`src/rtl/CPU_pkg.sv`:
```
// Shared constants and decode helpers for the interrupt controller.
// Holds the register map and the maximum source count.
package CPU_pkg;

   localparam int INTC_NUM_SRC_MAX = 16;

   localparam logic [7:0] INTC_ADDR_PENDING   = 8'h00;
   localparam logic [7:0] INTC_ADDR_ENABLE    = 8'h04;
   localparam logic [7:0] INTC_ADDR_EDGE      = 8'h08;
   localparam logic [7:0] INTC_ADDR_THRESHOLD = 8'h0C;
   localparam logic [7:0] INTC_ADDR_CLAIM     = 8'h10;
   localparam logic [7:0] INTC_ADDR_PRIO_BASE = 8'h40;

   typedef enum logic [2:0] {
      REG_NONE,
      REG_PENDING,
      REG_ENABLE,
      REG_EDGE,
      REG_THRESH,
      REG_CLAIM,
      REG_PRIO
   } intc_reg_e;

   function automatic intc_reg_e intc_decode(
      input logic [7:0] a,
      input int         nsrc
   );
      logic [5:0] w;
      intc_reg_e  r;
      w = a[7:2];
      r = REG_NONE;
      unique case (1'b1)
         (w == INTC_ADDR_PENDING[7:2]):   r = REG_PENDING;
         (w == INTC_ADDR_ENABLE[7:2]):    r = REG_ENABLE;
         (w == INTC_ADDR_EDGE[7:2]):      r = REG_EDGE;
         (w == INTC_ADDR_THRESHOLD[7:2]): r = REG_THRESH;
         (w == INTC_ADDR_CLAIM[7:2]):     r = REG_CLAIM;
         (w[5:4] == INTC_ADDR_PRIO_BASE[7:6]
            && int'(w[3:0]) < nsrc):      r = REG_PRIO;
         default:                         r = REG_NONE;
      endcase
      return r;
   endfunction

endpackage

```
`src/rtl/int_controller_if.sv`:
```
// Valid/ready register bus between the CPU and the interrupt controller.
// Request and response channels each carry their own handshake.
interface int_controller_if;

   logic        valid_in;
   logic        ready_out;
   logic [7:0]  addr;
   logic        wena;
   logic [31:0] wdata;
   logic        valid_out;
   logic        ready_in;
   logic [31:0] rdata;

   modport master (
      output valid_in,
      output addr,
      output wena,
      output wdata,
      output ready_in,
      input  ready_out,
      input  valid_out,
      input  rdata
   );

   modport slave (
      input  valid_in,
      input  addr,
      input  wena,
      input  wdata,
      input  ready_in,
      output ready_out,
      output valid_out,
      output rdata
   );

endinterface

```
`src/rtl/intc_gateway.sv`:
```
// Per-source gateway: edge detect, pending and in-service state.
// Level sources are gated by in_service; edge sources latch every rise.
module intc_gateway (
   input  logic clk,
   input  logic reset,
   input  logic src_q,
   input  logic edge_mode,
   input  logic claim,
   input  logic complete,
   output logic pending,
   output logic in_service,
   output logic ip
);

   logic src_prev;
   logic edge_set;
   logic level_set;

   assign edge_set  = edge_mode && src_q && !src_prev;
   assign level_set = !edge_mode && src_q && !in_service;

   // Level requests count as pending one cycle early for arbitration.
   assign ip = pending || level_set;

   always_ff @(posedge clk) begin
      if (reset) begin
         src_prev   <= 1'b0;
         pending    <= 1'b0;
         in_service <= 1'b0;
      end else begin
         src_prev   <= src_q;
         pending    <= edge_set
                    || (level_set && !claim)
                    || (pending && !claim);
         in_service <= claim || (in_service && !complete);
      end
   end

endmodule

```
`src/rtl/int_controller.sv`:
```
// Interrupt controller: register bus, per-source gateways, priority
// arbitration and the registered MEIP request.
module int_controller
   import CPU_pkg::*;
#(
   parameter int NUM_SRC = 16,
   parameter int PRIO_W  = 3
) (
   input  logic               clk,
   input  logic               reset,
   input  logic [NUM_SRC-1:0] irq_src,
   int_controller_if.slave    bus,
   output logic               irq_int_controller
);

   logic [NUM_SRC-1:0] src_q;
   logic [NUM_SRC-1:0] enable;
   logic [NUM_SRC-1:0] edge_cfg;
   logic [NUM_SRC-1:0] pending;
   logic [NUM_SRC-1:0] in_service;
   logic [NUM_SRC-1:0] ip;
   logic [NUM_SRC-1:0] eligible;
   logic [NUM_SRC-1:0] claim;
   logic [NUM_SRC-1:0] complete;
   logic [PRIO_W-1:0]  threshold;
   logic [PRIO_W-1:0]  prio [NUM_SRC];
   logic [PRIO_W-1:0]  best;
   logic [4:0]         win_id;
   logic [3:0]         prio_idx;
   logic [31:0]        rd_val;
   logic               accept;
   logic               claim_req;
   logic               cmp_req;
   intc_reg_e          sel;
   logic               unused_ok;

   assign bus.ready_out = !(bus.valid_out && !bus.ready_in);
   assign accept        = bus.valid_in && bus.ready_out;
   assign sel           = intc_decode(bus.addr, NUM_SRC);
   assign prio_idx      = bus.addr[5:2];
   assign claim_req     = accept && !bus.wena && (sel == REG_CLAIM);
   assign cmp_req       = accept && bus.wena && (sel == REG_CLAIM);
   assign unused_ok     = ^{bus.wdata[31:NUM_SRC], bus.addr[1:0]};

   always_ff @(posedge clk) begin
      if (reset) begin
         src_q     <= '0;
         enable    <= '0;
         edge_cfg  <= '0;
         threshold <= '0;
         for (int i = 0; i < NUM_SRC; i++) begin
            prio[i] <= '0;
         end
      end else begin
         src_q <= irq_src;
         if (accept && bus.wena) begin
            case (sel)
               REG_ENABLE: enable    <= bus.wdata[NUM_SRC-1:0];
               REG_EDGE:   edge_cfg  <= bus.wdata[NUM_SRC-1:0];
               REG_THRESH: threshold <= bus.wdata[PRIO_W-1:0];
               REG_PRIO:   prio[prio_idx] <= bus.wdata[PRIO_W-1:0];
               default: ;
            endcase
         end
      end
   end

   for (genvar g = 0; g < NUM_SRC; g++) begin : g_gw
      intc_gateway u_gw (
         .clk        (clk),
         .reset      (reset),
         .src_q      (src_q[g]),
         .edge_mode  (edge_cfg[g]),
         .claim      (claim[g]),
         .complete   (complete[g]),
         .pending    (pending[g]),
         .in_service (in_service[g]),
         .ip         (ip[g])
      );
   end

   always_comb begin
      eligible = '0;
      for (int i = 0; i < NUM_SRC; i++) begin
         eligible[i] = ip[i] && enable[i] && !in_service[i]
                    && (prio[i] > threshold);
      end
   end

   // Strict compare keeps the lowest ID on equal priority.
   always_comb begin
      best   = '0;
      win_id = '0;
      for (int i = 0; i < NUM_SRC; i++) begin
         if (eligible[i] && (prio[i] > best)) begin
            best   = prio[i];
            win_id = 5'(i + 1);
         end
      end
   end

   always_comb begin
      claim    = '0;
      complete = '0;
      for (int i = 0; i < NUM_SRC; i++) begin
         claim[i]    = claim_req && (win_id == 5'(i + 1));
         complete[i] = cmp_req && (bus.wdata[4:0] == 5'(i + 1));
      end
   end

   always_comb begin
      rd_val = '0;
      case (sel)
         REG_PENDING: rd_val = 32'(pending);
         REG_ENABLE:  rd_val = 32'(enable);
         REG_EDGE:    rd_val = 32'(edge_cfg);
         REG_THRESH:  rd_val = 32'(threshold);
         REG_CLAIM:   rd_val = 32'(win_id);
         REG_PRIO:    rd_val = 32'(prio[prio_idx]);
         default:     rd_val = '0;
      endcase
   end

   always_ff @(posedge clk) begin
      if (reset) begin
         bus.valid_out <= 1'b0;
         bus.rdata     <= '0;
      end else if (accept) begin
         bus.valid_out <= 1'b1;
         bus.rdata     <= bus.wena ? 32'd0 : rd_val;
      end else if (bus.ready_in) begin
         bus.valid_out <= 1'b0;
      end
   end

   always_ff @(posedge clk) begin
      if (reset) begin
         irq_int_controller <= 1'b0;
      end else begin
         irq_int_controller <= |eligible;
      end
   end

endmodule

```
`src/flat_wrapper.sv`:
```
// flat-port wrapper written by rule: the top's interface ports become plain ports
module int_controller_flat import CPU_pkg::*;
#(
   parameter int NUM_SRC = 16,
   parameter int PRIO_W  = 3
)
  (clk, reset, irq_src, irq_int_controller, bus_valid_in, bus_addr, bus_wena, bus_wdata, bus_ready_in, bus_ready_out, bus_valid_out, bus_rdata);
  int_controller_if bus_i ();
  input  logic clk;
  input  logic reset;
  input  logic [NUM_SRC-1:0] irq_src;
  output logic irq_int_controller;
  input wire logic [$bits(bus_i.valid_in)-1:0] bus_valid_in;
  input wire logic [$bits(bus_i.addr)-1:0] bus_addr;
  input wire logic [$bits(bus_i.wena)-1:0] bus_wena;
  input wire logic [$bits(bus_i.wdata)-1:0] bus_wdata;
  input wire logic [$bits(bus_i.ready_in)-1:0] bus_ready_in;
  output wire logic [$bits(bus_i.ready_out)-1:0] bus_ready_out;
  output wire logic [$bits(bus_i.valid_out)-1:0] bus_valid_out;
  output wire logic [$bits(bus_i.rdata)-1:0] bus_rdata;
  assign bus_i.valid_in = bus_valid_in;
  assign bus_i.addr = bus_addr;
  assign bus_i.wena = bus_wena;
  assign bus_i.wdata = bus_wdata;
  assign bus_i.ready_in = bus_ready_in;
  assign bus_ready_out = bus_i.ready_out;
  assign bus_valid_out = bus_i.valid_out;
  assign bus_rdata = bus_i.rdata;
  int_controller #(.NUM_SRC(NUM_SRC), .PRIO_W(PRIO_W)) u_core (.clk(clk), .reset(reset), .irq_src(irq_src), .bus(bus_i), .irq_int_controller(irq_int_controller));
endmodule
```
`config.mk`:
```
export PLATFORM = sky130hd
export DESIGN_NAME = int_controller_flat
export DESIGN_NICKNAME = d
export VERILOG_FILES = /design/src/rtl/CPU_pkg.sv /design/src/rtl/int_controller_if.sv /design/src/rtl/intc_gateway.sv /design/src/rtl/int_controller.sv /design/src/flat_wrapper.sv
export SDC_FILE = /design/constraint.sdc
export NUM_CORES = 1
export LEC_CHECK = 0
export CORE_MARGIN = 1.5
export CORE_UTILIZATION = 59
export CTS_CLUSTER_SIZE = 25
export DETAILED_ROUTE_END_ITERATION = 8
export PLACE_DENSITY = 0.82
export SKIP_LAST_GASP = 1
export SLEW_MARGIN = 10
export SYNTH_ARGS = -nofsm -noshare
export SYNTH_HDL_FRONTEND = slang
export SYNTH_SLANG_ARGS = --single-unit
```
`constraint.sdc`:
```
create_clock -name clk -period 25.2 [get_ports clk]
set_input_delay 3.78 -clock clk [delete_from_list [all_inputs] [get_ports clk]]
set_output_delay 3.78 -clock clk [all_outputs]
set_load 0.01 [all_outputs]
```
==> metrics.md, run 1 <==
| Metric | Value |
|---|---|
| Top post-synthesis cells by area | `dfxtp_1 22%, edfxtp_1 14%, ha_1 8.5%, nand2_1 5.1%, a21oi_1 4.5%` |
| Part of the cycle the worst path needs | `between 90% and 100%` |
| Leakage | `between 4 and 5 nW` |
| Vias after detailed routing | `approximately 10k` |
| Synth top area share | `a little over a fifth` |
| Clock buffer depth | `2` |
| Fillcell total | `around 1.3k` |
| Clk pin slew, worst setup/hold paths | `~80 ps` |
| Area leader, netlist | `dfxtp_1` |
| Tightest Hold Check Type | `flip-flop to flip-flop` |
| Max Cap Violations | `0` |
| Setup TNS | `0 ps` |
| Pwr Total | `between 0.0006 and 0.0007 W` |
| Met1 Usage GRT | `44.01%` |
| Dpl cells | `~1.5k` |
| Synth-to-Final Area Change | `13.45%` |
| Share of cells above drive strength 1 | `a little under 8%` |
| WL final | `~32000 um` |
| Synth cell types | `71` |
| Clock Latency Late Sink | `between 400 and 500 ps` |
| Synth Register Bits | `~170` |
| Hold_buf cts | `0` |
| Initial Util | `roughly three fifths` |
| I/O pin count | `96` |
| Sequential-to-total area share from yosys stat | `between 30% and 40%` |
| DP HPWL | `approximately 23000 um` |
| Top Usage Layer GRT | `met2` |
| Mapped Avg Cell Area | `8.608 sq um` |
| Die W | `around 140 um` |
| Worst-Margin Slew | `between 1000 and 1500 ps` |
| Most frequent CP cell | `ha_1` |
| Die height | `between 100 and 150 um` |
| Via density | `approximately 6.5` |
| Worst-path fanout max | `16` |
| Largest net degree at the start of global routing | `73` |
| Global Route met3 Usage | `~7.5%` |
| Setup crit end kind | `flip-flop` |
| Top_reg_cell synth | `dfxtp_1` |
| Initial DRT Pass Iterations | `8` |
| Setup crit start kind | `flip-flop` |
| DRC viols | `0` |
| Arr. time, crit path | `roughly 24000 ps` |
| Antenna violations before repair | `1` |
| FMAX | `42.46 MHz` |
| Post-synth EDFFs | `between 40 and 50` |
| Asr flop ratio synth | `0%` |
| Slew headroom | `roughly 18%` |
| First-pass GRT wire length | `around 49000 um` |
| RD Place Congestion | `1.000` |
| Final non-filler cell area | `between 10000 and 15000 sq um` |
| H-tree depth | `4` |
| Vias in the first global route | `roughly 9.3k` |
| Crit path kind | `flip-flop to flip-flop` |
| Final setup violation count | `0` |
| Antenna violation net count after detailed routing | `0` |
| IO Port Bufs | `between 60 and 70` |
| Core area | `around 17000 sq um` |
| Synth warn | `0` |
| Slew Limit Fails | `0` |
| Die ar. | `about 19000 sq um` |
| NumNets Final | `1417` |
| Clock skew | `14.48 ps` |
| Grt ovf | `0` |
| Outcome | `complete, no violations` |
| CTS Sinks | `around 170` |
| CP required | `between 20000 and 30000 ps` |
| RSZ-0062 raised after global routing | `no` |
| CTS tree | `done` |
| WL/cell | `between 20 and 25 um` |
| Row cnt | `48` |
| Most common cell after layout, fill and taps aside | `nand2_1` |
| Crit path time final | `roughly 24000 ps` |
| Overall routing resource usage | `between 30% and 40%` |
| Met2 Use GR | `54.80%` |
| TritonCTS buffer count | `17` |
| PwrDens | `50.66 nW/um^2` |
| Worst path max stage delay | `roughly 460 ps` |
| Slowest CP cell | `a2111oi_2` |
| Most frequent cells in the layout | `145 x nand2_1, 117 x dfxtp_1, 96 x a21oi_1` |
| Final std cells w/o fill | `about 1.5k` |
| Synth Cell Area | `~11000 sq um` |
| VDD IR max | `0.05207 mV` |
| Mapped Cells | `1237` |
| Hold Violations, Final | `0` |
| DRT iter0 DRCs | `between 1k and 1.5k` |
| Placed Area | `11380 sq um` |
| Root buffer cell | `clkbuf_16` |
==> metrics by stage <==
step | hold slack, ps | setup slack, ps | utilization [%]
6_report | 467.8 | 1650 | 69.12
5_1_grt | 494.4 | 85.44 | 69.11
4_1_cts | 466.9 | 1063 | 68.75
3_5_place_dp | 456.3 | 1257 | 65.09
3_3_place_gp | 448.6 | 1771 | 65.09
2_1_floorplan | 441.6 | 4765 | -
==> critical path, delay by kind of cell, from the launching register on <==
| kind | cells | cell delay (ps) |
|---|---|---|
| simple gates | 40 | 6710 |
| fa+ha+maj | 18 | 5070 |
| mux | 4 | 1410 |
| buf+inv | 6 | 820 |
| compound gates | 40 | 9010 |
| flops | 1 | 350 |
==> cells in the mapped netlist, types with 5 or more instances <==
master	n
or2_2	7
o21a_1	13
nor2b_1	54
o31ai_1	10
a31oi_1	6
a22oi_1	14
o31a_1	5
o211ai_1	9
nand2b_1	12
nand2_1	146
mux4_2	18
clkbuf_1	41
o21ai_0	71
a21o_1	16
inv_1	66
ha_1	72
mux2i_1	33
nand3b_1	17
mux2_2	6
edfxtp_1	48
nand3_1	39
buf_1	6
a21boi_0	6
and2_1	66
dfxtp_1	117
o211a_1	5
nand4_1	7
a21oi_1	96
nor3_1	23
and3_1	8
a211oi_1	9
o2111ai_1	6
nor2_1	94
buf_4	16
nor4_1	7
==> worst paths after layout <==
check | cells past startpoint | startpoint | slack (ps) | end
max | 108 | u_core.threshold[1]$_SDFFE_PP0P_ | 1650 | u_core.g_gw[5].u_gw.pending$_SDFF_PP0_
min | 2 | u_core.enable[0]$_SDFFE_PP0P_ | 470 | u_core.enable[0]$_SDFFE_PP0P_
max reg2reg | 108 | u_core.threshold[1]$_SDFFE_PP0P_ | 1650 | u_core.g_gw[5].u_gw.pending$_SDFF_PP0_
min reg2reg | 2 | u_core.enable[0]$_SDFFE_PP0P_ | 470 | u_core.enable[0]$_SDFFE_PP0P_
==> kinds of logic after synthesis <==
| kind of cell | count (synthesis) | share of synthesized area, % |
|---|---|---|
| mux | 57 | 7.544 |
| buf+inv | 130 | 5.159 |
| flops | 165 | 35.53 |
| simple gates | 501 | 23.84 |
| other cells | 1 | 0.03522 |
| fa+ha+maj | 76 | 8.837 |
| compound gates | 307 | 19.05 |
==> final cells by class <==
cell class,count,area [sq um],area share (%)
multi-input combinational,957,6399,52.97
sequential,165,3784,31.32
timing repair buffer,77,723.2,5.987
clock buffer,17,425.4,3.522
tap,225,281.5,2.330
inverter,66,251.5,2.082
clock inverter,15,214.0,1.771
antenna,1,2.502,0.02071
==> registers in the layout, indices dropped and copies added (netlist names) <==
name and cells:
u_core.src_q 16, u_core.g_gw.u_gw.in_service 16, u_core.g_gw.u_gw.src_prev 16, u_core.prio 48
u_core.g_gw.u_gw.pending 16, u_core.bus.rdata 16, u_core.bus.valid_out 1, u_core.irq_int_controller 1
u_core.edge_cfg 16, u_core.enable 16, u_core.threshold 3
==> what timing repair did <==
item / CTS / global route
endpoints found under the setup margin: 0 / 36
buffers inserted: 0 / 5
gates resized for setup: 0 / 7
==> layer usage <==
metal	up-vias	share of wire [%]
li1	4523	-
met1	4659	39
met2	603	45
met3	132	10
met4	0	5.1
met5	-	0
==> where the power goes <==
part / switching [W] / total [W] / internal [W]
clock: 0.000138 / 0.000277 / 0.000139
sequential: 0.00000658 / 0.000285 / 0.000279
combinational: 0.0000292 / 0.0000496 / 0.0000205
Power figures use the tool's default switching activity.
==> run 2, diff against run 1 <==
CTS_BUF_LIST = sky130_fd_sc_hd__clkbuf_8 sky130_fd_sc_hd__clkbuf_16   (was default)
==> results of run 2 <==
Final layout, timing and power as in run 1 (identical DEF).
